==> config.mk <==
export PLATFORM = sky130hd
export DESIGN_NAME = image_adjust_stage
export DESIGN_NICKNAME = d
export VERILOG_FILES = /design/src/rtl/image_adjust_stage.sv
export SDC_FILE = /design/constraint.sdc
export NUM_CORES = 1
export LEC_CHECK = 0
export CAP_MARGIN = 15
export CORE_MARGIN = 2
export CORE_UTILIZATION = 61
export DETAILED_ROUTE_END_ITERATION = 10
export GPL_TIMING_DRIVEN = 0
export PLACE_DENSITY = 0.86
export SYNTH_ARGS = -nofsm -noshare
export SYNTH_HDL_FRONTEND = slang
export SYNTH_SLANG_ARGS = --single-unit
==> constraint.sdc <==
create_clock -name HCLK -period 11.38 [get_ports HCLK]
set_clock_uncertainty 0.1 [all_clocks]
set_input_delay 1.138 -clock HCLK [delete_from_list [all_inputs] [get_ports HCLK]]
set_output_delay 1.138 -clock HCLK [all_outputs]
set_load 0.005 [all_outputs]
==> src/rtl/image_adjust_stage.sv <==
// -----------------------------------------------------------------------------
// image_adjust_stage
//
// Per-pixel adjustment stage between the BMP image reader and the BMP image
// writer. One even/odd RGB888 pixel pair is accepted per cycle with vld_in=1
// and passes through a fixed two-register pipeline. Each pair gets one of:
// pass-through, saturating brighten, saturating darken or grey threshold.
// The operation is latched at the first pair of every frame.
//
// Ports:
//   HCLK                  clock, rising edge
//   HRESET                asynchronous active-high reset
//   mode[1:0]             0 pass, 1 brighten, 2 darken, 3 threshold
//   vld_in                input pair valid (no backpressure)
//   DATA_{R,G,B}0/1       even / odd input pixel, 8 bits per channel
//   hsync                 output pair valid, two cycles after vld_in
//   DATA_WRITE_{R,G,B}0/1 processed even / odd pixel, held during bubbles
//   frame_done            one-cycle pulse with the hsync of a frame's last pair
// -----------------------------------------------------------------------------
module image_adjust_stage #(
    parameter int WIDTH     = 768,
    parameter int HEIGHT    = 512,
    parameter int VALUE     = 100,
    parameter int THRESHOLD = 90
) (
    input  logic       HCLK,
    input  logic       HRESET,
    input  logic [1:0] mode,
    input  logic       vld_in,
    input  logic [7:0] DATA_R0,
    input  logic [7:0] DATA_G0,
    input  logic [7:0] DATA_B0,
    input  logic [7:0] DATA_R1,
    input  logic [7:0] DATA_G1,
    input  logic [7:0] DATA_B1,
    output logic       hsync,
    output logic [7:0] DATA_WRITE_R0,
    output logic [7:0] DATA_WRITE_G0,
    output logic [7:0] DATA_WRITE_B0,
    output logic [7:0] DATA_WRITE_R1,
    output logic [7:0] DATA_WRITE_G1,
    output logic [7:0] DATA_WRITE_B1,
    output logic       frame_done
);

    typedef enum logic [1:0] {
        MODE_PASS   = 2'd0,
        MODE_BRIGHT = 2'd1,
        MODE_DARK   = 2'd2,
        MODE_THRESH = 2'd3
    } mode_e;

    localparam int PAIRS = (WIDTH * HEIGHT) / 2;
    localparam int CNT_W = (PAIRS > 1) ? $clog2(PAIRS) : 1;
    localparam logic [CNT_W-1:0] LAST_PAIR = CNT_W'(PAIRS - 1);
    localparam logic [8:0] VALUE_9   = 9'(VALUE);
    // Grey limit compared against the 10-bit channel sum (avoids a divide by 3).
    localparam logic [9:0] THR_LIMIT = 10'(3 * THRESHOLD);

    // Brighten: the 9th bit of the sum is the overflow that saturates to 255.
    function automatic logic [7:0] sat_add(input logic [7:0] c);
        logic [8:0] s;
        s = {1'b0, c} + VALUE_9;
        return s[8] ? 8'hFF : s[7:0];
    endfunction

    // Darken: a borrow out of bit 8 means the result went negative.
    function automatic logic [7:0] sat_sub(input logic [7:0] c);
        logic [8:0] d;
        d = {1'b0, c} - VALUE_9;
        return d[8] ? 8'h00 : d[7:0];
    endfunction

    function automatic logic [7:0] adjust_chan(input logic [7:0] c,
                                               input mode_e      m,
                                               input logic       grey_hit);
        logic [7:0] r;
        case (m)
            MODE_PASS:   r = c;
            MODE_BRIGHT: r = sat_add(c);
            MODE_DARK:   r = sat_sub(c);
            MODE_THRESH: r = grey_hit ? 8'hFF : 8'h00;
            default:     r = c;
        endcase
        return r;
    endfunction

    logic [CNT_W-1:0] pair_cnt_r;
    mode_e            mode_q_r;
    mode_e            eff_mode_s;
    logic             is_first_s;
    logic             is_last_s;
    logic [9:0]       sum0_s;
    logic [9:0]       sum1_s;

    logic             s1_vld_r;
    logic             s1_last_r;
    mode_e            s1_mode_r;
    logic [7:0]       s1_px_r [6];
    logic [9:0]       s1_sum0_r;
    logic [9:0]       s1_sum1_r;

    logic [7:0]       out_px_s [6];
    logic             hit0_s;
    logic             hit1_s;

    // Frame position decode and the mode used by the incoming pair.
    always_comb begin
        is_first_s = (pair_cnt_r == {CNT_W{1'b0}});
        is_last_s  = (pair_cnt_r == LAST_PAIR);
        if (is_first_s) begin
            eff_mode_s = mode_e'(mode);
        end else begin
            eff_mode_s = mode_q_r;
        end
        sum0_s = {2'b00, DATA_R0} + {2'b00, DATA_G0} + {2'b00, DATA_B0};
        sum1_s = {2'b00, DATA_R1} + {2'b00, DATA_G1} + {2'b00, DATA_B1};
    end

    // Pair counter and per-frame mode latch; only HRESET clears them.
    always_ff @(posedge HCLK or posedge HRESET) begin
        if (HRESET) begin
            pair_cnt_r <= {CNT_W{1'b0}};
            mode_q_r   <= MODE_PASS;
        end else if (vld_in) begin
            if (is_last_s) begin
                pair_cnt_r <= {CNT_W{1'b0}};
            end else begin
                pair_cnt_r <= pair_cnt_r + {{(CNT_W-1){1'b0}}, 1'b1};
            end
            if (is_first_s) begin
                mode_q_r <= mode_e'(mode);
            end else begin
                mode_q_r <= mode_q_r;
            end
        end else begin
            pair_cnt_r <= pair_cnt_r;
            mode_q_r   <= mode_q_r;
        end
    end

    // Stage 1: capture the pair, its frame position, mode and channel sums.
    always_ff @(posedge HCLK or posedge HRESET) begin
        if (HRESET) begin
            s1_vld_r  <= 1'b0;
            s1_last_r <= 1'b0;
            s1_mode_r <= MODE_PASS;
            s1_sum0_r <= 10'd0;
            s1_sum1_r <= 10'd0;
            for (int i = 0; i < 6; i++) begin
                s1_px_r[i] <= 8'd0;
            end
        end else begin
            s1_vld_r <= vld_in;
            if (vld_in) begin
                s1_last_r  <= is_last_s;
                s1_mode_r  <= eff_mode_s;
                s1_sum0_r  <= sum0_s;
                s1_sum1_r  <= sum1_s;
                s1_px_r[0] <= DATA_R0;
                s1_px_r[1] <= DATA_G0;
                s1_px_r[2] <= DATA_B0;
                s1_px_r[3] <= DATA_R1;
                s1_px_r[4] <= DATA_G1;
                s1_px_r[5] <= DATA_B1;
            end else begin
                s1_last_r <= s1_last_r;
                s1_mode_r <= s1_mode_r;
                s1_sum0_r <= s1_sum0_r;
                s1_sum1_r <= s1_sum1_r;
                s1_px_r   <= s1_px_r;
            end
        end
    end

    // Stage 2 combinational operation; each pixel is thresholded on its own sum.
    always_comb begin
        hit0_s = (s1_sum0_r > THR_LIMIT);
        hit1_s = (s1_sum1_r > THR_LIMIT);
        for (int i = 0; i < 3; i++) begin
            out_px_s[i]     = adjust_chan(s1_px_r[i],     s1_mode_r, hit0_s);
            out_px_s[i + 3] = adjust_chan(s1_px_r[i + 3], s1_mode_r, hit1_s);
        end
    end

    // Output registers; data only updates for a valid stage-1 pair.
    always_ff @(posedge HCLK or posedge HRESET) begin
        if (HRESET) begin
            hsync         <= 1'b0;
            frame_done    <= 1'b0;
            DATA_WRITE_R0 <= 8'd0;
            DATA_WRITE_G0 <= 8'd0;
            DATA_WRITE_B0 <= 8'd0;
            DATA_WRITE_R1 <= 8'd0;
            DATA_WRITE_G1 <= 8'd0;
            DATA_WRITE_B1 <= 8'd0;
        end else begin
            hsync      <= s1_vld_r;
            frame_done <= s1_vld_r & s1_last_r;
            if (s1_vld_r) begin
                DATA_WRITE_R0 <= out_px_s[0];
                DATA_WRITE_G0 <= out_px_s[1];
                DATA_WRITE_B0 <= out_px_s[2];
                DATA_WRITE_R1 <= out_px_s[3];
                DATA_WRITE_G1 <= out_px_s[4];
                DATA_WRITE_B1 <= out_px_s[5];
            end else begin
                DATA_WRITE_R0 <= DATA_WRITE_R0;
                DATA_WRITE_G0 <= DATA_WRITE_G0;
                DATA_WRITE_B0 <= DATA_WRITE_B0;
                DATA_WRITE_R1 <= DATA_WRITE_R1;
                DATA_WRITE_G1 <= DATA_WRITE_G1;
                DATA_WRITE_B1 <= DATA_WRITE_B1;
            end
        end
    end

endmodule
---- Word level (Yosys, flattened, before mapping) ----
Cells that the tools add are included.
word-level totals
  bits in registers ....................... 140
  input port bits ......................... 53
  output and inout bits ................... 50
operators by class
  add/subtract/negate cells ............... 17
  order comparisons ....................... 2
  equality and inequality tests ........... 4
  muxes and demuxes ....................... 22
  bitwise operators ....................... 1
  reductions and logical operators ........ 3
operators with widths
  operator               number
  $pmux 8 s4             6
  $mux 8                 14
  $add 8x7->9 const B    6
  $sub 8x7->9 const B    6
  $add 9x8->10           2
  $gt 10x9->1 const B    2
  $add 18x1->18 const B  1
  $add 8x8->9            2
  $eq 18x18->1 const B   1
  $logic_not 18->1       1
  $mux 18                1
  $eq 2x2->1 const B     2
  $eq 2x1->1 const B     1
  $logic_not 2->1        1
  $mux 2                 1
  $reduce_and 2->1       1
  $and 1x1->1            1

---- Depth between registers and ports, before layout ----
  word-level depth ........................ 3
  gate-level depth with buffers ........... 10

---- Least setup slack after synthesis ----
No wires, ideal clock.
  path kind ............................... in2reg
  start ................................... input DATA_R0[1]
  end ..................................... register s1_sum0_r[9]
  data arrival time ....................... 3.113 ns
  data required time ...................... 11.156 ns
  setup slack ............................. 8.043 ns
  stages on the path ...................... 8
  buffers on the path ..................... 0
  cell sequence ........................... fa_1 -> ha_1 -> fa_1 -> a21o_1 -> a21oi_1 -> o21ai_0 -> and3b_1 -> o31a_1
on the way
  longest elaborated chain between the ends .. 2
ends and longest elaborated chain
  what                  line  text
  from (decl)           30    input logic [7:0] DATA_R0,
  $add 8x8->9           116   sum0_s = {2'b00, DATA_R0} + {2'b00, DATA_G0} + {2'b00, DATA_B0};
  $add 9x8->10          116
  to (signal assigned)  158   s1_sum0_r <= sum0_s;
  to (signal assigned)  169   s1_sum0_r <= s1_sum0_r;
  to (decl)             100   logic [9:0] s1_sum0_r;
Every way passes these cells.
A chain may end at the register's enable or synchronous reset.

---- Final worst setup path ----
  start ................................... input DATA_R1[1]
  end ..................................... register s1_sum1_r[9]
on the way
  longest elaborated chain between the ends .. 2
ends and longest elaborated chain
  what                  line  text
  from (decl)           33    input logic [7:0] DATA_R1,
  $add 8x8->9           117   sum1_s = {2'b00, DATA_R1} + {2'b00, DATA_G1} + {2'b00, DATA_B1};
  $add 9x8->10          117
  to (signal assigned)  159   s1_sum1_r <= sum1_s;
  to (signal assigned)  170   s1_sum1_r <= s1_sum1_r;
  to (decl)             101   logic [9:0] s1_sum1_r;
Every way passes these cells.

==> flow_summary_export.csv <==
group,metric,value,unit
floorplanning,die_x,121,um
logic_synthesis,netlist_area,8350,um2
floorplanning,ios,103,
placed_design,place_congestion,0.976,
critical_path,cp.arrival,3.82,ns
grt,antenna_found_initial,0,
clock_network,cts_setup_buffers,0,
drt,drc,0,
placed_design,placed_area,9620,um2
logic_synthesis,yosys_warnings,0,
logic_synthesis,netlist_instances,898,
critical_path,critPathRequiredTime,11.59,ns
critical_path,setup.worst_path.class,"in -> reg",
critical_path,path_buf_inv,1,
finish,fillCellCount,933,
clock_network,cts_tree,"done",
floorplanning,coreArea,13300,um2
critical_path,crit_top_cell,"fa_1",
drt,top_layer_used,"met4",
drt,wl_met1,9.97,mm
drt,drt_iter0_drc,1260,
critical_path,r2r_cells,7,
placed_design,port_buffers,102,
logic_synthesis,synth_cell_types,69,
critical_path,crit_chain,"clkdlybuf4s50_1, fa_1, ha_1, fa_1, a21o_1, a21oi_1, o21ai_0, and3b_1, o31a_1",
grt,grt_usage,37.2,%
logic_synthesis,synth-async-reset-ratio,100,%
sta,period_minus_slack,3.60,ns
floorplanning,initial_utilization,62.8,%
critical_path,cp_top_family,"adder cells",
critical_path,worstSetupStartpointType,"input port",
clock_network,cts_hold_buf,0,
clock_network,clockRootBuffer,"clkbuf_16",
drt,drt_first_pass_iters,8,
floorplanning,die_h,121,um
sta,setup-violations-final,0,
clock_network,cts_max_level,4,
sta,fmax,277,MHz
critical_path,cpMaxStageDelayCell,"fa_1",
drt,vias_per_cell,6.50,
finish,final_common_cell,"dfrtp_1",
hold_path,min_to,"s1_last_r$_DFFE_PP0P_",
power_and_ir_drop,p_per_area,168,nW/um2
critical_path,critPathMaxStageDelay,0.52,ns
sta,hold_viol,0,
grt,grt_pass1_vias,7701,
sta,tightest_slew,1.02,ns
critical_path,r2r-end,"DATA_WRITE_B0[5]$_DFFE_PP0P_",
clock_network,clock_path_buffers,2,
logic_synthesis,avgSynthCellArea,9.30,um2
grt,grt_max_degree,74,
drt,wl_met2,12.0,mm
critical_path,worstReg2RegStart,"s1_px_r[26]$_DFFE_PP0P_",
floorplanning,die_area,14600,um2
logic_synthesis,ys.flop_type,"dfrtp_1",
finish,final_cell_area,10200,um2
drt,ant_nets,0,
critical_path,r2r_slack,8.58,ns
sta,tns,0,ns
grt,grt_pass1_wl,41.3,mm
floorplanning,rows,42,
logic_synthesis,seq_area_frac_synth,42.0,%
finish,final_cell_mix,"140 x dfrtp_1, 102 x clkdlybuf4s50_1, 79 x nor2_1",
sta,rsz0062_at_grt,"false",
clock_network,worst_skew_pair.late_latency,0.43,ns
drt,route.met3.wl,3.08,mm
hold_path,hold_class,"reg -> reg",
logic_synthesis,synth_area_leaders,"dfrtp_1 42%, mux2_2 5.3%, fa_1 4.3%, ha_1 4.2%, o21ai_0 4.2%",
run,max_cap_viol_count,0,
finish,diodes,0,
power_and_ir_drop,leakage,4.23,nW
logic_synthesis,synth_edf_count,0,
sta,finalHoldWorstSlack,0.373,ns
critical_path,worstPathMaxFanout,3,
drt,routedWlPerCell,21.6,um
finish,syn2layout_area_growth,22.1,%
finish,finish.utilization,76.7,%
logic_synthesis,synth_top_area_share,42.0,%
sta,max_slew_margin,30.1,%
drt,vias,7845,
drt,drt-total-wl,26.1,mm
finish,drive_gt1_share,9.51,%
placed_design,dp_hpwl,18.6,mm
critical_path,endpoint_kind,"flop",
logic_synthesis,ys_ff_latch,140,
finish,num-nets-final,1119,
clock_network,clock-sinks,140,
clock_network,clkTransAtPathRegs,0.06,ns
hold_path,min_from,"s1_last_r$_DFFE_PP0P_",
logic_synthesis,syn_nets,997,
grt,grt_overflow,0,
clock_network,ctsResizeCount,0,
sta,report.final.slew_viol_count,0,
power_and_ir_drop,peakVddDrop,0.000129,V
clock_network,cts_buffers,17,
outcome,outcome,"complete, no violations",
hold_path,min_path_cells,1,
sta,period_share,31.7,%
logic_synthesis,yosysTopAreaCell,"dfrtp_1",
final cells by class:
type / count / area (um2) / area share [%]
Sequential cell: 140 / 3500 / 34.4
Clock buffer: 23 / 478 / 4.69
Multi-Input combinational cell: 659 / 4460 / 43.7
Timing Repair Buffer: 103 / 1050 / 10.3
Buffer: 59 / 240 / 2.36
Tap cell: 176 / 220 / 2.16
Clock inverter: 7 / 90.1 / 0.884
Inverter: 40 / 155 / 1.52
through the flow:
stage	std cells	setup WS, ns	power [mW]
2_1_floorplan	898	6.39	0.933
3_3_place_gp	1176	4.58	1.14
3_5_place_dp	1177	7.36	1.16
4_1_cts	1207	7.78	1.70
5_1_grt	1207	7.65	1.79
6_report	1207	7.78	1.71
logic make-up after synthesis:
family | count (synthesis) | share of synthesized area [%]
AND/OR/NAND/NOR | 280 | 16.2
multiplexers | 45 | 5.98
XOR/XNOR | 27 | 2.83
adder cells (fa/ha/maj) | 46 | 8.51
buffers and inverters | 99 | 4.68
AO/OA/AOI/OAI | 261 | 19.8
flip-flops | 140 | 42.0
sequential cells by signal, summed over array words and instances (netlist names):
register       cells
hsync              1
DATA_WRITE_G0      8
pair_cnt_r        18
s1_vld_r           1
DATA_WRITE_R0      8
DATA_WRITE_B1      8
s1_px_r           48
DATA_WRITE_R1      8
s1_sum0_r         10
DATA_WRITE_G1      8
s1_last_r          1
frame_done         1
DATA_WRITE_B0      8
s1_mode_r          2
s1_sum1_r         10
routing by layer:
layer / up-vias / global-route usage, %
li1: 3477 / -
met3: 97 / 11.7
met1: 3755 / 48.8
met5: - / 0
met2: 516 / 56.7
met4: 0 / 16.6
synthesized netlist by cell type (9+ instances only):
cell	count
nor4_1	12
nor2_1	79
dfrtp_1	140
buf_1	9
nor3_1	28
a31oi_1	26
mux2_2	39
or3_1	9
buf_2	14
a21oi_1	65
ha_1	28
xor2_1	9
fa_1	18
nand3_1	29
nand2b_1	11
a21o_1	13
inv_1	39
clkbuf_1	35
nand2_1	74
o21ai_0	70
xnor2_1	18
worst max path at each step:
stage                    start                            to  cells past startpoint
global placement        HRESET  DATA_WRITE_R1[7]$_DFFE_PP0P_                      2
finish              DATA_R1[1]      s1_sum1_r[9]$_DFFE_PP0P_                      9
global route        DATA_R1[1]      s1_sum1_r[9]$_DFFE_PP0P_                      9
CTS                 DATA_R1[1]      s1_sum1_r[9]$_DFFE_PP0P_                      9
detailed placement  DATA_G0[1]      s1_sum0_r[9]$_DFFE_PP0P_                      9
floorplan               HRESET  DATA_WRITE_B0[0]$_DFFE_PP0P_                      1
power by group:
part / leakage (nW) / switching, mW / internal [mW]
registers: 1.64 / 0.0781 / 0.598
logic: 2.31 / 0.246 / 0.244
clock network: 0.275 / 0.212 / 0.336
Note: power is estimated with default switching activity, not from simulation.
